==> src/rtl/xyt_pkg.sv <==
// Shared types and constants for the x/y/t event detector.
// Holds the FSM state encoding, datapath widths and threshold defaults.
package xyt_pkg;

  typedef enum logic [1:0] {
    IDLE    = 2'd0,
    ARMED   = 2'd1,
    ACTIVE  = 2'd2,
    HOLDOFF = 2'd3
  } state_e;

  localparam int unsigned MAG_W = 4;
  localparam int unsigned CNT_W = 8;

  localparam logic HI_SEL = 1'b0;
  localparam logic LO_SEL = 1'b1;

  localparam logic [MAG_W-1:0] HI_TH_DEF = 4'd6;
  localparam logic [MAG_W-1:0] LO_TH_DEF = 4'd3;

  // Zero-extended sum of the three 2-bit window sums (0..9).
  function automatic logic [MAG_W-1:0] mag_sum(input logic [1:0] a,
                                               input logic [1:0] b,
                                               input logic [1:0] c);
    return MAG_W'(a) + MAG_W'(b) + MAG_W'(c);
  endfunction

endpackage

==> src/rtl/xyt_sat_counter.sv <==
// Saturating up-counter with synchronous clear; clear plus increment yields 1.
module xyt_sat_counter #(
  parameter int unsigned W = 8
) (
  input  logic         clk_i,
  input  logic         rst_i,
  input  logic         clr_i,
  input  logic         inc_i,
  output logic [W-1:0] cnt_o
);

  logic [W-1:0] cnt_q, cnt_d;

  always_comb begin
    cnt_d = cnt_q;
    if (clr_i)
      cnt_d = inc_i ? W'(1) : '0;
    else if (inc_i && (cnt_q != {W{1'b1}}))
      cnt_d = cnt_q + W'(1);
  end

  always_ff @(posedge clk_i) begin
    if (rst_i) cnt_q <= '0;
    else       cnt_q <= cnt_d;
  end

  assign cnt_o = cnt_q;

endmodule

==> src/rtl/xyt_event_detector.sv <==
// Hysteresis / confirm / holdoff event detector over m = x + y + t.
// Emits a one-cycle trigger pulse, an active level and a saturating count.
module xyt_event_detector
  import xyt_pkg::*;
#(
  parameter int unsigned CONFIRM        = 2,
  parameter int unsigned HOLDOFF_CYCLES = 8,
  parameter int unsigned HI_TH_DEFAULT  = 6,
  parameter int unsigned LO_TH_DEFAULT  = 3
) (
  input  logic             clk,
  input  logic             rst_n,
  input  logic             in_valid,
  input  logic [1:0]       x_avg,
  input  logic [1:0]       y_avg,
  input  logic [1:0]       t_avg,
  input  logic             cfg_we,
  input  logic             cfg_sel,
  input  logic [3:0]       cfg_data,
  input  logic             clr_count,
  output logic             event_pulse,
  output logic             active,
  output logic [CNT_W-1:0] event_count,
  output logic [1:0]       state_o,
  output logic [MAG_W-1:0] mag_o
);

  state_e           state_q;
  logic [1:0]       confirm_q;
  logic [7:0]       holdoff_q;
  logic [MAG_W-1:0] hi_q, lo_q, mag_q, mag_d;
  logic             pulse_q, active_q;
  logic             trig;

  assign mag_d = mag_sum(x_avg, y_avg, t_avg);

  // Confirming sample: this one completes the run of qualifying samples.
  assign trig = (state_q == ARMED) && in_valid && (mag_d >= hi_q) &&
                ((confirm_q + 2'd1) == 2'(CONFIRM));

  // rst_n is active-high despite its name.
  always_ff @(posedge clk) begin
    if (rst_n) begin
      state_q   <= IDLE;
      confirm_q <= '0;
      holdoff_q <= '0;
      hi_q      <= MAG_W'(HI_TH_DEFAULT);
      lo_q      <= MAG_W'(LO_TH_DEFAULT);
      mag_q     <= '0;
      pulse_q   <= 1'b0;
      active_q  <= 1'b0;
    end else begin
      pulse_q <= trig;
      if (in_valid) mag_q <= mag_d;
      // Thresholds update next edge; this cycle's sample sees the old value.
      if (cfg_we) begin
        if (cfg_sel == HI_SEL) hi_q <= cfg_data;
        else                   lo_q <= cfg_data;
      end
      case (state_q)
        IDLE: begin
          if (in_valid) begin
            state_q   <= ARMED;
            confirm_q <= '0;
          end
        end
        ARMED: begin
          if (in_valid) begin
            if (trig) begin
              state_q   <= ACTIVE;
              active_q  <= 1'b1;
              confirm_q <= '0;
            end else if (mag_d >= hi_q) begin
              confirm_q <= confirm_q + 2'd1;
            end else begin
              confirm_q <= '0;
            end
          end
        end
        ACTIVE: begin
          if (in_valid && (mag_d <= lo_q)) begin
            state_q   <= HOLDOFF;
            active_q  <= 1'b0;
            holdoff_q <= 8'(HOLDOFF_CYCLES);
          end
        end
        HOLDOFF: begin
          holdoff_q <= holdoff_q - 8'd1;
          if (holdoff_q == 8'd1) begin
            state_q   <= ARMED;
            confirm_q <= '0;
          end
        end
      endcase
    end
  end

  xyt_sat_counter #(.W(CNT_W)) u_cnt (
    .clk_i (clk),
    .rst_i (rst_n),
    .clr_i (clr_count),
    .inc_i (trig),
    .cnt_o (event_count)
  );

  assign event_pulse = pulse_q;
  assign active      = active_q;
  assign state_o     = state_q;
  assign mag_o       = mag_q;

endmodule
==> config.mk <==
export PLATFORM = sky130hd
export DESIGN_NAME = xyt_event_detector
export DESIGN_NICKNAME = d
export VERILOG_FILES = /design/src/rtl/xyt_pkg.sv /design/src/rtl/xyt_sat_counter.sv /design/src/rtl/xyt_event_detector.sv
export SDC_FILE = /design/constraint.sdc
export NUM_CORES = 1
export LEC_CHECK = 0
export CAP_MARGIN = 5
export CELL_PAD_IN_SITES_DETAIL_PLACEMENT = 1
export CELL_PAD_IN_SITES_GLOBAL_PLACEMENT = 2
export CORE_ASPECT_RATIO = 1.75
export CORE_MARGIN = 2
export CORE_UTILIZATION = 25
export DETAILED_ROUTE_END_ITERATION = 6
export GPL_TIMING_DRIVEN = 0
export PLACE_DENSITY_LB_ADDON = 0.08
export SKIP_LAST_GASP = 1
export SLEW_MARGIN = 20
export SYNTH_ARGS = -nofsm -noshare
export SYNTH_HDL_FRONTEND = slang
export SYNTH_SLANG_ARGS = --single-unit
==> constraint.sdc <==
create_clock -name clk -period 11.8 [get_ports clk]
set_input_delay 3.54 -clock clk [delete_from_list [all_inputs] [get_ports clk]]
set_output_delay 3.54 -clock clk [all_outputs]
set_load 0.02 [all_outputs]
After elaboration in Yosys (flattened, before gate mapping). Index checks and enable logic that the tools add are counted.

Add/subtract/negate cells: 5. Magnitude comparators: 2. Equal/unequal tests: 11. Muxes and demuxes: 21. Bitwise gates (word level): 1. Reduce and logical (&&, ||, !) cells: 16.

Operators with widths (number): $mux 8 (3); $mux 2 (10); $pmux 8 s2 (1); $add 8x1->8 const B (1); $eq 8x1->1 const B (1); $ne 2x2->1 const B (4); $ne 8x8->1 const B (1); $pmux 2 s4 (1); $reduce_and 4->1 (2); $sub 8x1->8 const B (1); $eq 2x2->1 const B (3); $pmux 2 s3 (1); $reduce_and 2->1 (3); $reduce_bool 2->1 (3); $logic_and 1x1->1 (5); $reduce_and 5->1 (1); $add 3x2->4 (1); $ge 4x4->1 (1); $le 4x4->1 (1); $mux 1 (4); $add 2x2->3 (1); $reduce_bool 3->1 (1); $add 2x1->2 const B (1); $eq 2x1->1 const B (1); other kinds (4) (4).

Bits in registers: 34. Bits of input ports: 16. Output and inout bits: 16. Logic and storage cells: 65.

Longest topological paths before layout.
Word-level depth: 8. Mapped depth: 12. Gate-level depth less buffers: 11.

Modules after synthesis. From an unflattened synthesis, not the netlist that was laid out.

Cells, all modules: 231. Area total of the unflattened synthesis: 1995.7 µm².

By module, submodules not included: xyt_event_detector (instances 1, cells an instance 178, area each 1551.5 µm², seq. area each 520.5 µm²); xyt_sat_counter (instances 1, cells an instance 53, area each 444.2 µm², seq. area each 160.2 µm²).

Worst setup path before layout. Ideal clock, no wire load.

Path type: in2reg. Start point: input port x_avg[1]. End point: register u_cnt.cnt_q[5], in the netlist u_cnt.cnt_o[5]. Library setup time: 130 ps. Data arrival time: 6006 ps. Data required time: 11670 ps. Slack: 5664 ps. Cell stages on the path: 11. Buffers on the path: 1. Cell sequence: inv_1 fa_1 inv_1 ha_1 ha_1 ha_1 a311oi_1 a211o_1 clkbuf_1 o41ai_1 a21oi_1.

Cells in the longest elaborated chain, start to end: 7.

Ends and longest elaborated chain: from (decl) (line xyt_event_detector.sv:14) `input logic [1:0] x_avg,`; $add 2x2->3 (line xyt_pkg.sv:25) `return MAG_W'(a) + MAG_W'(b) + MAG_W'(c);`; $add 3x2->4 (line xyt_pkg.sv:25); named net mag_d[2] (line xyt_event_detector.sv:31) `logic [MAG_W-1:0] hi_q, lo_q, mag_q, mag_d;`; $ge 4x4->1 (line xyt_event_detector.sv:38) `assign trig = (state_q == ARMED) && in_valid && (mag_d >= hi_q) &&`; $logic_and 1x1->1 (2 in series) (line xyt_event_detector.sv:38); $logic_and 1x1->1 (line xyt_sat_counter.sv:18) `else if (inc_i && (cnt_q != {W{1'b1}}))`; $reduce_bool 2->1 (no source line); to (signal assigned) (line xyt_sat_counter.sv:24) `else cnt_q <= cnt_d;`; to (decl) (line xyt_sat_counter.sv:12) `logic [W-1:0] cnt_q, cnt_d;`.

The timed path passes the listed nets, and every way through them passes these cells. A chain may end at the register's enable or synchronous reset.

Final worst setup path.
Start point: input port x_avg[1]. End point: register u_cnt.cnt_q[0], in the netlist u_cnt.cnt_o[0].

Cells in the longest elaborated chain, start to end: 7. Elaborated cells between the ends (all ways): 9. Classes of those cells: add/sub (2); order compare (1); mux (2); reduce/logical (4).

Ends and longest elaborated chain (line): $add 2x2->3 (*) (xyt_pkg.sv:25); $add 3x2->4 (*) (xyt_pkg.sv:25); named net mag_d[2] (xyt_event_detector.sv:31); $ge 4x4->1 (*) (xyt_event_detector.sv:38); $logic_and 1x1->1 (*) (2 in series) (xyt_event_detector.sv:38); $mux 1 or $logic_and 1x1->1 (tied branches) (xyt_sat_counter.sv:17, xyt_sat_counter.sv:18); $mux 8 or $reduce_bool 2->1 (tied branches).

The timed path passes the listed nets; every way through them passes the cells marked *.

==> run metrics <==
top post-synthesis cells by area dfxtp_1, ha_1, a21oi_1; worst path cell trace clkdlybuf4s50_1 -> inv_1 -> fa_1 -> inv_1 -> ha_1 -> ha_1 -> ha_1 -> a311oi_1 -> a211o_1 -> clkbuf_1 -> o21ai_0 -> a21oi_1; design area 2584 sq um; vias per std cell 5.020; final setup TNS 0 ns; CP Max Fanout 10; Post-Route WL between 5000 and 6000 microns; Post-synth EDFFs 0; post_cts resized 0; top cell type by total area after synthesis dfxtp_1; CTS tree built; worst hold slack approximately 0.45 ns; Max Fclk 0.1480 GHz; Core ar. ~7900 sq um; RSZ-0062 raised after global routing false; Die Area 8810 sq um; routed length on met3 135 microns; Syn Area/Cell 8.786 sq um; share of cells above drive strength 1 8.679%; sequential-to-total area share from yosys stat between 30% and 40%; worst rel slew slack about 44%; clock root cell clkbuf_16; worst-skew pair later-pin latency 0.28 ns; Worst Path Required about 12 ns; clock buffer depth 2; Clock Sinks 34; Final nets between 300 and 400; WL met1 2084 microns; Post-synth ARST share 0%; Inserted Clock Buffers 5; DRC viols 0; max incr delay on CP 0.53 ns; Ys Warns 0; Die X 71.82 microns; Antenna Nets Post-Route 0; clk_skew 0.002940 ns; Reg clk slew, reported paths ~0.05 ns; Max Used Layer met4; vias in the first global route 1,927; Global Route Usage Sum roughly 14%; Post-CTS Setup Inserts 0; Synth-to-Final Area Change 28.42%; vias 1,782; Top-Level Pins 32; Setup crit end kind register; CP Launch Type input pin; Post-Synthesis Cells 229; ys flop type dfxtp_1; grt ovf 0; Synth Net Count around 270; RD Place Congestion 0.7380; Yosys cell types 43; Post-synth top cells dfxtp_1, inv_1, a21oi_1; Synth top area share 33.83%; Max-cap violations 0; peak supply drop 55.50 uV; Least-Margin Pin Slew approximately 0.84 ns; H-tree depth 2; count leader, synth dfxtp_1; Arr. time, crit path 6.96 ns; Final Cycle Share 57.26%; ant diodes 0; Rows 43; Die Ht 122.7 microns; crit path time final 6.757 ns; Power per Cell Area around 180 nW/um^2; CP dominant cell by count ha_1; Hold Buf Count CTS 0; Final setup viols 0; drt pass-1 iters 4; CP max-delay cell fa_1; worst path bufs/invs 4; status completed; initial DRC count 54; dpl hpwl 4384 microns; Fin. Hold Viols 0; worst min path class register to register; DR WL met2 3242 microns; placed instance area approximately 2400 sq um; IO buf count 29; global-route wire length before repair around 9100 microns; initial antenna violation count 0; synthesized area 2012 sq um; flop and latch count out of synthesis 34; Pleak 1.006 nW; CP Class input pin to register; largest net degree at the start of global routing 11; CP top delay family adder cells; Slew Limit Fails 0; wire length per cell 15.67 microns; initial core utilization 25.61%
[worst reg2reg max path, cell delays in order, from the launching register on]
cell	delay [ns]
dfxtp_1	0.31
ha_1	0.28
nand2b_1	0.15
a311oi_1	0.43
a211o_1	0.35
clkbuf_1	0.39
o21ai_0	0.16
a21oi_1	0.16
[per-stage QoR]
step,total power [mW],util [%],worst slack (ns),std cells
3_5_place_dp,0.3134,30.74,4.671,348
3_3_place_gp,0.3113,30.74,4.743,348
6_report,0.4614,32.89,5.043,355
5_1_grt,0.4970,32.89,4.772,355
4_1_cts,0.4727,32.89,4.983,355
2_1_floorplan,0.2627,-,5.664,229
[cell families (layout without fill, tap and decap cells)]
family          after synthesis  in the layout  share of synthesized area, %
simple gates                 79             79                         22.39
flops                        34             34                         33.83
buf+inv                      30             66                         7.463
mux                           9              9                         4.540
fa+ha+maj                    21             21                         13.81
compound gates               56             56                         17.97
[cell usage in the layout (no fill, tap or decap), types with 2 or more instances in the layout]
master / count
nor2b_1: 3
clkbuf_16: 5
a211o_1: 3
fa_1: 2
o211ai_1: 2
a21oi_1: 20
nor3_1: 2
nand2_1: 14
o31ai_1: 6
nand2b_1: 8
ha_1: 19
a31oi_1: 2
nor2_1: 15
o41ai_1: 2
mux2i_1: 8
clkbuf_1: 5
nand3_1: 7
clkbuf_8: 4
dfxtp_1: 34
inv_1: 21
or4_1: 8
and4_1: 2
or3_1: 2
nand4_1: 3
or2_2: 4
clkdlybuf4s50_1: 29
or3b_2: 3
o21ai_0: 13
and3_1: 2
[flip-flops by register name, indices dropped and copies added (netlist names)]
signal       flops
u_cnt.cnt_o      8
hi_q             4
event_pulse      1
mag_o            4
confirm_q        2
lo_q             4
holdoff_q        8
state_o          2
active           1
[where the power goes]
part	total (mW)	switching (mW)	internal, mW
logic	0.160	0.0855	0.0748
registers	0.148	0.0164	0.131
clock network	0.153	0.0491	0.104
total	0.461	0.151	0.310
[area by class of cell]
| class | count | area [sq um] |
|---|---|---|
| fillers | 933 | 5271 |
| inverters | 21 | 78.83 |
| flip-flops and latches | 34 | 680.7 |
| well taps | 90 | 112.6 |
| plain buffers | 9 | 71.32 |
| clock buffers | 6 | 138.9 |
| multi-input cells | 165 | 1181 |
| clock inverters | 1 | 30.03 |
| repair buffers | 29 | 290.3 |
[worst paths after layout]
path	start	to	slack, ns	cells past startpoint
worst min-delay path	confirm_q[1]	confirm_q[1]	0.45	2
worst max-delay path	x_avg[1]	u_cnt.cnt_o[0]	5.04	12
worst max register to register	hi_q[0]	u_cnt.cnt_o[0]	9.49	7
worst min register to register	confirm_q[1]	confirm_q[1]	0.45	2
[routing by layer]
layer,vias up,global-route usage [%]
met1,858,13.02
met4,0,5.307
met3,7,2.709
met2,25,27.55
met5,-,0
li1,892,-
Power figures use the tool's default switching activity.
